<file path="config.mk">
export PLATFORM = sky130hd
export DESIGN_NAME = router_fifo_flat
export DESIGN_NICKNAME = d
export VERILOG_FILES = /design/src/rtl/router_fifo_pkg.sv /design/src/rtl/router_fifo_if.sv /design/src/rtl/router_fifo_mem.sv /design/src/rtl/router_fifo.sv /design/src/flat_wrapper.sv
export SDC_FILE = /design/constraint.sdc
export NUM_CORES = 1
export LEC_CHECK = 0
export ABC_AREA = 1
export CORE_MARGIN = 5
export CORE_UTILIZATION = 50
export DETAILED_ROUTE_END_ITERATION = 6
export GPL_TIMING_DRIVEN = 0
export PLACE_DENSITY = 0.72
export SLEW_MARGIN = 30
export SYNTH_ARGS = -nofsm -noshare
export SYNTH_HDL_FRONTEND = slang
export SYNTH_HIERARCHICAL = 1
export SYNTH_SLANG_ARGS = --single-unit
</file>
<file path="constraint.sdc">
create_clock -name clk -period 4.1 [get_ports clk]
set_input_delay 0.41 -clock clk [delete_from_list [all_inputs] [get_ports clk]]
set_output_delay 0.41 -clock clk [all_outputs]
set_load 0.01 [all_outputs]
</file>
<file path="src/rtl/router_fifo_pkg.sv">
// Shared router package: byte width, FIFO depth, header field positions,
// the tagged FIFO entry type and the packet-length reload helper.
package router_fifo_pkg;

  localparam int ROUTER_DATA_W     = 8;
  localparam int ROUTER_FIFO_DEPTH = 16;
  localparam int ROUTER_PKT_CNT_W  = 7;

  // Header byte layout: payload length in [7:2], destination address in [1:0].
  localparam int ROUTER_HDR_LEN_MSB  = 7;
  localparam int ROUTER_HDR_LEN_LSB  = 2;
  localparam int ROUTER_HDR_ADDR_MSB = 1;
  localparam int ROUTER_HDR_ADDR_LSB = 0;

  // One stored FIFO entry: header flag captured at write time plus the byte.
  typedef struct packed {
    logic                     hdr;
    logic [ROUTER_DATA_W-1:0] data;
  } router_fifo_entry_t;

  // Bytes still to drain after a header: payload length plus the parity byte.
  function automatic logic [ROUTER_PKT_CNT_W-1:0] pkt_len_load(
    input logic [ROUTER_DATA_W-1:0] hdr_byte
  );
    return ROUTER_PKT_CNT_W'(hdr_byte[ROUTER_HDR_LEN_MSB:ROUTER_HDR_LEN_LSB])
           + ROUTER_PKT_CNT_W'(1);
  endfunction

endpackage

</file>
<file path="src/rtl/router_fifo_if.sv">
// Handshake/data bundle between the router data register block, the
// per-port FIFO and the destination-side reader.
interface router_fifo_if
  import router_fifo_pkg::*;
#(
  parameter int WIDTH = ROUTER_DATA_W,
  parameter int DEPTH = ROUTER_FIFO_DEPTH
) ();

  localparam int ADDR_W = $clog2(DEPTH);

  logic              soft_rst;
  logic              we;
  logic              re;
  logic              lfd_state;
  logic [WIDTH-1:0]  data_in;
  logic [WIDTH-1:0]  dout;
  logic              dout_valid;
  logic              full;
  logic              empty;
  logic [ADDR_W:0]   count;
  logic              pkt_busy;

  // Producer/reader side: drives requests, observes data and status.
  modport master (
    output soft_rst, we, re, lfd_state, data_in,
    input  dout, dout_valid, full, empty, count, pkt_busy
  );

  // FIFO side.
  modport slave (
    input  soft_rst, we, re, lfd_state, data_in,
    output dout, dout_valid, full, empty, count, pkt_busy
  );

endinterface

</file>
<file path="src/rtl/router_fifo_mem.sv">
// Simple dual-port register array: one synchronous write port and one
// asynchronous (combinational) read port.
module router_fifo_mem #(
  parameter int ENTRY_W = 9,
  parameter int DEPTH   = 16,
  parameter int ADDR_W  = $clog2(DEPTH)
) (
  input  logic               clk,
  input  logic               we,
  input  logic [ADDR_W-1:0]  waddr,
  input  logic [ENTRY_W-1:0] wdata,
  input  logic [ADDR_W-1:0]  raddr,
  output logic [ENTRY_W-1:0] rdata
);

  logic [ENTRY_W-1:0] mem [DEPTH];

  // Store the tagged entry at the write pointer.
  // NOTE: the array is deliberately left out of reset; the pointers alone
  // define which entries are valid, and a reset here would force flops
  // instead of a plain register file.
  always_ff @(posedge clk) begin
    if (we) begin
      mem[waddr] <= wdata;
    end
  end

  assign rdata = mem[raddr];

endmodule

</file>
<file path="src/rtl/router_fifo.sv">
// Per-output-port packet buffer of the 1x3 router. Stores header-tagged
// bytes, returns them in order with a registered read, and tracks the
// remaining length of the packet being read out.
// Optional feature: define ROUTER_FIFO_SOFT_RST_EN to make soft_rst a
// synchronous flush; otherwise soft_rst is ignored.
module router_fifo
  import router_fifo_pkg::*;
#(
  parameter int WIDTH  = ROUTER_DATA_W,
  parameter int DEPTH  = ROUTER_FIFO_DEPTH,
  parameter int ADDR_W = $clog2(DEPTH)
) (
  input logic          clk,
  input logic          rst,
  router_fifo_if.slave bus
);

  logic [ADDR_W:0]               wptr;
  logic [ADDR_W:0]               rptr;
  logic [ROUTER_PKT_CNT_W-1:0]   pkt_cnt;
  logic [WIDTH-1:0]              dout_q;
  logic                          dout_valid_q;
  logic [WIDTH:0]                wr_entry;
  logic [WIDTH:0]                rd_entry;
  logic                          full;
  logic                          empty;
  logic                          wr_ok;
  logic                          rd_ok;
  logic                          flush;

`ifdef ROUTER_FIFO_SOFT_RST_EN
  assign flush = bus.soft_rst;
`else
  logic unused_soft_rst;
  assign unused_soft_rst = bus.soft_rst;
  assign flush           = 1'b0;
`endif

  // Flags are decoded from the start-of-cycle pointers, so a read at full
  // frees no room for a same-cycle write and an empty FIFO has no bypass.
  assign empty = (wptr == rptr);
  assign full  = (wptr[ADDR_W] != rptr[ADDR_W]) &&
                 (wptr[ADDR_W-1:0] == rptr[ADDR_W-1:0]);
  assign wr_ok = bus.we && !full;
  assign rd_ok = bus.re && !empty;

  assign wr_entry = {bus.lfd_state, bus.data_in};

  router_fifo_mem #(
    .ENTRY_W (WIDTH + 1),
    .DEPTH   (DEPTH),
    .ADDR_W  (ADDR_W)
  ) u_mem (
    .clk   (clk),
    .we    (wr_ok && !flush),
    .waddr (wptr[ADDR_W-1:0]),
    .wdata (wr_entry),
    .raddr (rptr[ADDR_W-1:0]),
    .rdata (rd_entry)
  );

  // Advance pointers on accepted transfers; flush returns them to zero.
  // NOTE: all state updates use non-blocking assignments so every flop
  // samples start-of-cycle values regardless of statement order.
  always_ff @(posedge clk or posedge rst) begin
    if (rst) begin
      wptr <= '0;
      rptr <= '0;
    end else if (flush) begin
      wptr <= '0;
      rptr <= '0;
    end else begin
      if (wr_ok) wptr <= wptr + 1'b1;
      if (rd_ok) rptr <= rptr + 1'b1;
    end
  end

  // Registered read data and its one-cycle valid strobe.
  always_ff @(posedge clk or posedge rst) begin
    if (rst) begin
      dout_q       <= '0;
      dout_valid_q <= 1'b0;
    end else if (flush) begin
      dout_q       <= '0;
      dout_valid_q <= 1'b0;
    end else begin
      dout_valid_q <= rd_ok;
      if (rd_ok) dout_q <= rd_entry[WIDTH-1:0];
    end
  end

  // Remaining bytes of the packet being read: reload on every header,
  // count down on body bytes until zero.
  always_ff @(posedge clk or posedge rst) begin
    if (rst) begin
      pkt_cnt <= '0;
    end else if (flush) begin
      pkt_cnt <= '0;
    end else if (rd_ok) begin
      if (rd_entry[WIDTH]) begin
        pkt_cnt <= pkt_len_load(rd_entry[ROUTER_DATA_W-1:0]);
      end else if (pkt_cnt != '0) begin
        pkt_cnt <= pkt_cnt - 1'b1;
      end
    end
  end

  assign bus.dout       = dout_q;
  assign bus.dout_valid = dout_valid_q;
  assign bus.full       = full;
  assign bus.empty      = empty;
  assign bus.count      = wptr - rptr;
  assign bus.pkt_busy   = (pkt_cnt != '0);

endmodule

</file>
<file path="src/flat_wrapper.sv">
// flat-port wrapper written by rule: the top's interface ports become plain ports
module router_fifo_flat import router_fifo_pkg::*;
#(
  parameter int WIDTH  = ROUTER_DATA_W,
  parameter int DEPTH  = ROUTER_FIFO_DEPTH,
  parameter int ADDR_W = $clog2(DEPTH)
)
  (clk, rst, bus_soft_rst, bus_we, bus_re, bus_lfd_state, bus_data_in, bus_dout, bus_dout_valid, bus_full, bus_empty, bus_count, bus_pkt_busy);
  router_fifo_if #(.WIDTH(WIDTH), .DEPTH(DEPTH)) bus_i ();
  input logic clk;
  input logic rst;
  input wire logic [$bits(bus_i.soft_rst)-1:0] bus_soft_rst;
  input wire logic [$bits(bus_i.we)-1:0] bus_we;
  input wire logic [$bits(bus_i.re)-1:0] bus_re;
  input wire logic [$bits(bus_i.lfd_state)-1:0] bus_lfd_state;
  input wire logic [$bits(bus_i.data_in)-1:0] bus_data_in;
  output wire logic [$bits(bus_i.dout)-1:0] bus_dout;
  output wire logic [$bits(bus_i.dout_valid)-1:0] bus_dout_valid;
  output wire logic [$bits(bus_i.full)-1:0] bus_full;
  output wire logic [$bits(bus_i.empty)-1:0] bus_empty;
  output wire logic [$bits(bus_i.count)-1:0] bus_count;
  output wire logic [$bits(bus_i.pkt_busy)-1:0] bus_pkt_busy;
  assign bus_i.soft_rst = bus_soft_rst;
  assign bus_i.we = bus_we;
  assign bus_i.re = bus_re;
  assign bus_i.lfd_state = bus_lfd_state;
  assign bus_i.data_in = bus_data_in;
  assign bus_dout = bus_i.dout;
  assign bus_dout_valid = bus_i.dout_valid;
  assign bus_full = bus_i.full;
  assign bus_empty = bus_i.empty;
  assign bus_count = bus_i.count;
  assign bus_pkt_busy = bus_i.pkt_busy;
  router_fifo #(.WIDTH(WIDTH), .DEPTH(DEPTH), .ADDR_W(ADDR_W)) u_core (.clk(clk), .rst(rst), .bus(bus_i));
endmodule
</file>
==> results of run 1 <==
stage by stage:
step | std cells | hold slack, ns | power [mW] | setup slack [ns]
global route | 1088 | 0.421 | 7.61 | 1.07
global placement | 1056 | 0.468 | 5.30 | 1.35
detailed placement | 1056 | 0.473 | 5.36 | 1.31
floorplan | 811 | 0.450 | 4.32 | 1.86
CTS | 1088 | 0.374 | 7.19 | 1.23
finish | 1088 | 0.359 | 7.19 | 1.26
final timing paths:
kind | end | from | cells after the start | slack (ns)
worst max-delay path | bus_count[4] | u_core/wptr[0] | 8 | 1.26
worst min-delay path | u_core/pkt_cnt[4] | rst | 2 | 0.36
worst max register to register | u_core/u_mem/mem[8][4] | u_core/wptr[2] | 8 | 1.26
worst min register to register | u_core/bus.dout[1] | u_core/bus.dout[1] | 2 | 0.48
max in group asynchronous | u_core/pkt_cnt[2] | rst | 2 | 3.35
min in group clk | u_core/bus.dout[1] | u_core/bus.dout[1] | 2 | 0.48
registers in the layout, indices dropped and copies added (netlist names):
signal,flops
u_core/bus.dout,8
u_core/bus.dout_valid,1
u_core/pkt_cnt,7
u_core/rptr,5
u_core/u_mem/mem,144
u_core/wptr,5
layout make-up:
type / count / area (µm²)
fill: 1338 / 6580
sequential: 170 / 4970
multi-input combinational: 469 / 2200
inverter: 143 / 549
clock buffer: 21 / 460
timing repair buffer: 29 / 290
tap: 216 / 270
buffer: 29 / 235
clock inverter: 11 / 215
synthesized netlist by cell type, types with 2 or more instances:
cell type,count,area share [%]
buf_4,11,1.0
nand2_1,256,12
edfxtp_1,144,54
xnor2_1,4,0.44
dfrtp_1,26,8.2
inv_1,138,6.5
o21ai_0,14,0.88
nor2_2,2,0.16
inv_4,2,0.16
o21ai_2,3,0.33
nand3b_1,3,0.28
nor2_4,3,0.42
nand3_1,126,7.9
nand2_2,6,0.47
ha_1,9,1.4
buf_2,8,0.50
a21oi_1,4,0.25
nor2_1,25,1.2
buf_6,10,1.4
xor2_1,8,0.88
critical path, cell delays in order (launching register included):
cell,delay [ns]
dfrtp_1,0.44
inv_1,0.13
ha_1,0.16
inv_1,0.06
fa_1,0.39
nand3_1,0.08
nand2_1,0.06
xor2_1,0.13
clkdlybuf4s50_1,0.55
logic make-up after synthesis:
logic type | synth area share (%)
AND/OR/NAND/NOR | 23.1
XOR/XNOR | 1.32
flip-flops | 62.5
AO/OA/AOI/OAI | 1.53
adder cells (fa/ha/maj) | 1.67
buffers and inverters | 9.86
metal layers:
metal / wire length (µm) / part of all wire (%) / vias to the layer above / GRT usage, %
met5: 0 / 0 / - / 0
met4: 725 / 3.9 / 0 / 9.91
met3: 1300 / 7.0 / 50 / 4.07
met2: 8730 / 47 / 231 / 32.8
met1: 7730 / 42 / 2638 / 28.2
li1: - / - / 2693 / -
power by group:
group          internal, mW  leakage, nW  switching (mW)
logic                  1.11         2.12            1.96
clock network          1.18        0.329           0.638
registers              2.15         1.62           0.151
total                  4.43         4.07            2.75
==> qor.csv, run 1 <==
stage,metric,value,unit
timing,fin crit share,69.3,%
clocking,"Clk Latency, worst-skew pair",0.42,ns
synthesis,syn nets,835,
clocking,cts repair resizes,0,
timing,Max transition margin,38.4,%
setup_path,"Arr. time, crit path",2.43,ns
timing,max-slew violations,0,
die,DIE AREA,0.0185,mm²
grt,pin count of the biggest net entering global routing,27,
clocking,CTS Buf Count,17,
layout,Final Util,58.3,%
power,leakage,4.07,nW
die,row cnt,46,
clocking,Clock Pin Slew Worst Setup and Hold Paths,0.06,ns
clocking,clk buf depth,2,
job,Max-Cap Viols,0,
route,via count,5612,
timing,final hold violation count,0,
synthesis,Post-synth EDFFs,144,
grt,first-pass GRT wire length,28600,µm
layout,most frequent cells in the layout,"256 x nand2_1, 144 x edfxtp_1, 137 x inv_1",
timing,final setup violation count,0,
clocking,clk root buf,clkbuf_16,
layout,antenna cells,0,
grt,GRT Overall Usage,20.9,%
timing,RSZ-0062 raised after global routing,false,
route,Iteration-0 DRC Markers,585,
outcome,status,"finished, final reports clean",
synthesis,Mapped Cells,811,
clocking,"Hold-fix buffers, CTS",0,
layout,share of layout cells above drive strength 1,9.17,%
layout,nets,883,
die,die width,136,µm
timing,minimum clock period after layout,2.84,ns
hold_path,Min-Delay Path Class,input port to asynchronous set/reset pin,
power,"IR drop worst, VDD",0.467,mV
die,core area,0.0158,mm²
layout,Area Growth Syn to Fin,15.5,%
clocking,Sink Count,170,
placement,port buffer count,29,
clocking,Clock H-tree levels,4,
grt,vias in the first global route,5299,
timing,skew final,0.00955,ns
timing,setup TNS,0,ns
route,TritonRoute pass-1 iters,5,
grt,initial antenna violation count,0,
placement,HPWL Detailed,12200,µm
timing,Least-Margin Pin Slew,0.921,ns
timing,Fmax achieved,352,MHz
grt,GRT overflow,0,
power,PwrDens,782,mW/mm²
setup_path,Crit. End Element,primary output,
synthesis,register bit total from synthesis,170,
synthesis,syn avg cell area,9.81,µm²
synthesis,Async SR Flop Fraction,15.3,%
setup_path,critical path class,flip-flop to primary output,
placement,placed cell area,0.00852,mm²
setup_path,"Max FO, Critical Path",6,
synthesis,Netlist cell types,29,
die,Initial Util,50.5,%
layout,"most common cell after layout, fill and taps aside",nand2_1,
layout,Finished Cell Area,0.00919,mm²
setup_path,CP startpoint kind,flip-flop,
clocking,TritonCTS clock tree,done,
synthesis,"Seq/Total Area, Yosys",62.5,%
die,Vert. Die Dim,136,µm
route,post-route ant nets,0,
clocking,Post CTS Setup Buffer Count,0,
route,routed wire length,18500,µm
synthesis,dominant synthesized flop cell,edfxtp_1,
route,WL/cell,17.0,µm
placement,gpl congestion,0.907,
route,DRC viols,0,
route,vias per inst,5.16,
synthesis,warnings from Yosys,6,
die,I/O Pins,31,
synthesis,synthesized area,0.00796,mm²
setup_path,WP data required,3.69,ns
No activity file was read; power rests on OpenSTA's default activity.
==> run 2, diff against run 1 <==
clock period = 2.65 ns   (was 4.1 ns; I/O delays follow)
==> qor.csv, run 2 (synthesis results as in run 1) <==
stage,metric,value,unit
die,DIE AREA,0.0185,mm²
clocking,CTS Buf Count,17,
setup_path,CP Launch Point,u_core/wptr[0],
timing,Fmax achieved,383,MHz
layout,Finished Cell Area,0.00939,mm²
route,WL met2,9120,µm
setup_path,slowest cell on the critical path,nor2_2,
layout,antenna cells,0,
setup_path,"Arr. time, crit path",2.67,ns
die,Vert. Die Dim,136,µm
timing,fin crit share,98.4,%
timing,RSZ-0062 raised after global routing,true,
placement,port buffer count,29,
setup_path,critical path class,flip-flop to flip-flop,
placement,cell total after placement,1056,
clocking,clk root buf,clkbuf_16,
power,PwrDens,1200,mW/mm²
grt,GRT overflow,0,
layout,Layout Cells excl Fill,1095,
clocking,Clock Pin Slew Worst Setup and Hold Paths,0.06,ns
grt,GRT Overall Usage,21.0,%
die,die width,136,µm
layout,max FFs per register,144,
power,"IR drop worst, VDD",0.734,mV
setup_path,Crit. End Element,flip-flop,
clocking,Clock H-tree levels,4,
route,routed wire length,18800,µm
layout,most frequent cells in the layout,"256 x nand2_1, 144 x edfxtp_1, 137 x inv_1",
setup_path,max incr delay on CP,0.51,ns
route,met3 routed WL,1260,µm
timing,Worst Hold Slack,0.214,ns
layout,"most common cell after layout, fill and taps aside",nand2_1,
job,Max-Cap Viols,0,
grt,vias in the first global route,5334,
power,leakage,4.13,nW
setup_path,"Max FO, Critical Path",9,
die,I/O Pins,31,
grt,pin count of the biggest net entering global routing,27,
route,TritonRoute pass-1 iters,6,
route,DRC viols,0,
timing,final setup violation count,0,
setup_path,CP Cell Sequence,"inv_1, ha_1, nand2_1, nor2_4, nand2_1, nand2_2, inv_1, nand3_1, nor2_2",
hold_path,Min-Delay Path Class,input port to asynchronous set/reset pin,
clocking,Sink Count,170,
route,vias per inst,5.19,
layout,share of layout cells above drive strength 1,11.8,%
route,wl on met1,7800,µm
timing,Max transition margin,43.3,%
die,Initial Util,50.5,%
grt,initial antenna violation count,0,
layout,nets,890,
route,WL/cell,17.2,µm
layout,Area Growth Syn to Fin,18.0,%
clocking,clk buf depth,2,
timing,minimum clock period after layout,2.61,ns
timing,skew final,0.00716,ns
die,row cnt,46,
timing,setup TNS,0,ns
setup_path,critical path buffer and inverter count,2,
placement,HPWL Detailed,12200,µm
timing,Least-Margin Pin Slew,0.847,ns
timing,max-slew violations,0,
die,core area,0.0158,mm²
setup_path,crit-path leading delay family,simple AND/OR/NAND/NOR gates,
layout,Final Util,59.6,%
route,max layer used,met4,
layout,largest reg by FF count,u_core/u_mem/mem,
outcome,status,"finished, final reports clean",
clocking,"Clk Latency, worst-skew pair",0.42,ns
placement,gpl congestion,0.907,
setup_path,WP data required,2.71,ns
setup_path,Critical R2R Launch,u_core/wptr[0],
timing,final hold violation count,0,
route,via count,5684,
placement,placed cell area,0.00852,mm²
setup_path,CP startpoint kind,flip-flop,
route,Iteration-0 DRC Markers,556,
route,post-route ant nets,0,
grt,first-pass GRT wire length,28800,µm
clocking,TritonCTS clock tree,done,
## run 2: cell count changes in the layout (fill, tap and decap cells not counted), sizes merged
cell | before | now
dlymetal6s2s | 0 | 1
buf | 29 | 36
dlygate4sd2 | 0 | 1
clkdlybuf4s50 | 29 | 27
## run 2: path summary, 6_finish.rpt
check | to | slack (ns) | cells after the start
setup / recovery | u_core/u_mem/mem[12][4] | 0.04 | 9
hold / removal | u_core/pkt_cnt[4] | 0.21 | 2
setup reg to reg | u_core/u_mem/mem[12][4] | 0.04 | 9
hold reg to reg | u_core/bus.dout[1] | 0.48 | 2
max in group asynchronous | u_core/pkt_cnt[3] | 2.05 | 2
min in group clk | u_core/bus.dout[1] | 0.48 | 2
## run 2: timing repair
item,CTS,global route
pin swaps,0,5
buffers inserted,0,7
hold buffers,0,0
setup endpoints to repair,127,147
gates resized for setup,13,14
## run 2: power breakdown
group          switching, mW  internal [mW]
clock network          0.996           1.82
registers              0.235           3.32
logic                   3.12           1.75
total                   4.35           6.89
## run 2: metal layers
layer  up-vias  track usage, %
met5         -               0
met4         0            10.4
met3        42            3.92
met2       223            32.9
met1      2712            28.3
li1       2707               -
## run 2: cell type report
cell class | instances | area, µm²
Timing Repair Buffer | 36 | 407
Clock inverter | 11 | 215
Buffer | 29 | 235
Clock buffer | 21 | 460
Multi-Input combinational cell | 469 | 2280
Sequential cell | 170 | 4970
Tap cell | 216 | 270
Inverter | 143 | 549
Fill cell | 1306 | 6380
## run 2: metrics by stage
step           setup slack, ns  power [mW]
2_1_floorplan            0.407        6.68
3_3_place_gp           -0.0958        8.19
3_5_place_dp            -0.143        8.30
4_1_cts                 -0.153        11.1
5_1_grt                 -0.128        11.9
6_report                0.0412        11.2
==> run 3, diff against run 2 <==
CTS_BUF_LIST = sky130_fd_sc_hd__clkbuf_4   (was unset)
==> qor.csv, run 3 (synthesis results as in run 1) <==
stage,metric,value,unit
route,routed wire length,18600,µm
grt,first-pass GRT wire length,28300,µm
clocking,TritonCTS clock tree,done,
placement,HPWL Detailed,12200,µm
timing,Max transition margin,44.1,%
clocking,Clock H-tree levels,4,
layout,nets,895,
layout,Layout Cells excl Fill,1101,
die,Vert. Die Dim,136,µm
layout,most frequent cells in the layout,"256 x nand2_1, 144 x edfxtp_1, 135 x inv_1",
placement,placed cell area,0.00852,mm²
timing,final hold violation count,0,
clocking,"Clk Latency, worst-skew pair",0.56,ns
die,core area,0.0158,mm²
layout,Finished Cell Area,0.00906,mm²
timing,RSZ-0062 raised after global routing,true,
layout,Final Util,57.5,%
timing,Least-Margin Pin Slew,0.837,ns
timing,Fmax achieved,383,MHz
timing,setup TNS,0,ns
grt,vias in the first global route,5120,
route,Iteration-0 DRC Markers,644,
layout,max FFs per register,144,
timing,minimum clock period after layout,2.61,ns
layout,share of layout cells above drive strength 1,13.2,%
placement,port buffer count,29,
setup_path,Crit. End Element,flip-flop,
placement,dpl ws,-0.143,ns
power,leakage,4.01,nW
power,"IR drop worst, VDD",0.611,mV
route,TritonRoute pass-1 iters,5,
setup_path,crit-path leading delay family,simple AND/OR/NAND/NOR gates,
layout,largest reg by FF count,u_core/u_mem/mem,
clocking,CTS Buf Count,17,
timing,skew final,0.0151,ns
setup_path,WP data required,2.85,ns
clocking,clk buf depth,2,
setup_path,slowest cell on the critical path,nor2_2,
die,die width,136,µm
setup_path,critical path buffer and inverter count,2,
setup_path,"Max FO, Critical Path",9,
layout,"most common cell after layout, fill and taps aside",nand2_1,
clocking,Clock Pin Slew Worst Setup and Hold Paths,0.13,ns
die,Initial Util,50.5,%
grt,GRT Overall Usage,20.7,%
placement,gpl congestion,0.907,
layout,Area Growth Syn to Fin,13.9,%
die,I/O Pins,31,
timing,final setup violation count,0,
setup_path,CP startpoint kind,flip-flop,
timing,Setup WS post-layout,0.0378,ns
setup_path,CP Cell Sequence,"inv_1, ha_1, nand2_1, nor2_4, nand2_1, nand2_2, inv_1, nand3b_1, nor2_2",
timing,max-slew violations,0,
grt,GRT overflow,0,
setup_path,max incr delay on CP,0.54,ns
die,row cnt,46,
clocking,Sink Count,170,
timing,fin crit share,98.6,%
route,WL/cell,16.9,µm
route,vias per inst,5.10,
placement,cell total after placement,1056,
route,via count,5619,
clocking,"Hold-fix buffers, CTS",0,
setup_path,"Arr. time, crit path",2.81,ns
clocking,clk root buf,clkbuf_4,
job,Max-Cap Viols,0,
grt,pin count of the biggest net entering global routing,27,
power,PwrDens,1140,mW/mm²
setup_path,critical path class,flip-flop to flip-flop,
hold_path,Min-Delay Path Class,input port to asynchronous set/reset pin,
route,DRC viols,0,
die,DIE AREA,0.0185,mm²
route,post-route ant nets,0,
grt,initial antenna violation count,1,
outcome,status,"finished, final reports clean",
run 3: what timing repair did:
item	in CTS	in global routing
buffers inserted	1	11
gates resized for setup	17	14
pin swaps	0	0
setup endpoints to repair	141	124
run 3: final timing paths:
| kind | end | startpoint | cells after the start | slack [ns] |
|---|---|---|---|---|
| setup / recovery | u_core/u_mem/mem[7][8] | u_core/rptr[1] | 9 | 0.04 |
| hold / removal | u_core/pkt_cnt[4] | rst | 2 | 0.07 |
| setup reg to reg | u_core/u_mem/mem[7][8] | u_core/rptr[1] | 9 | 0.04 |
| hold reg to reg | u_core/bus.dout[2] | u_core/bus.dout[2] | 2 | 0.51 |
| max in group asynchronous | u_core/rptr[2] | rst | 2 | 2.16 |
| min in group clk | u_core/wptr[0] | bus_we | 3 | 0.35 |
run 3: power by group:
group / leakage [nW] / internal [mW] / switching [mW]
Sequential: 1.62 / 3.32 / 0.204
Combinational: 2.20 / 1.82 / 3.16
Clock: 0.194 / 0.955 / 0.867
run 3: area by class of cell:
| class | instances | area [µm²] |
|---|---|---|
| sequential | 170 | 4980 |
| buffer | 29 | 235 |
| clock buffer | 19 | 143 |
| inverter | 143 | 549 |
| clock inverter | 13 | 223 |
| multi-input combinational | 469 | 2270 |
| fill | 1361 | 6710 |
| timing repair buffer | 41 | 383 |
| antenna | 1 | 2.50 |
| tap | 216 | 270 |
run 3: routing by layer:
metal,share of wire (%),global-route usage (%)
met1,41,28.7
met2,49,32.8
met3,7.3,3.59
met4,2.9,8.01
met5,0,0
run 3: metrics by stage:
stage / hold WS [ns] / total power, mW
6_report: 0.0713 / 10.3
2_1_floorplan: 0.305 / 6.68
3_5_place_dp: 0.473 / 8.30
3_3_place_gp: 0.468 / 8.19
4_1_cts: 0.0329 / 10.2
5_1_grt: 0.0787 / 11.0
run 3: worst register-to-register path, cell delays in order, from the launching register on:
cell      delay (ns)
dfrtp_1         0.41
inv_1           0.14
ha_1            0.27
nand2_1         0.11
nor2_4          0.05
nand2_1         0.09
nand2_2         0.10
inv_1           0.22
nand3b_1        0.33
nor2_2          0.54
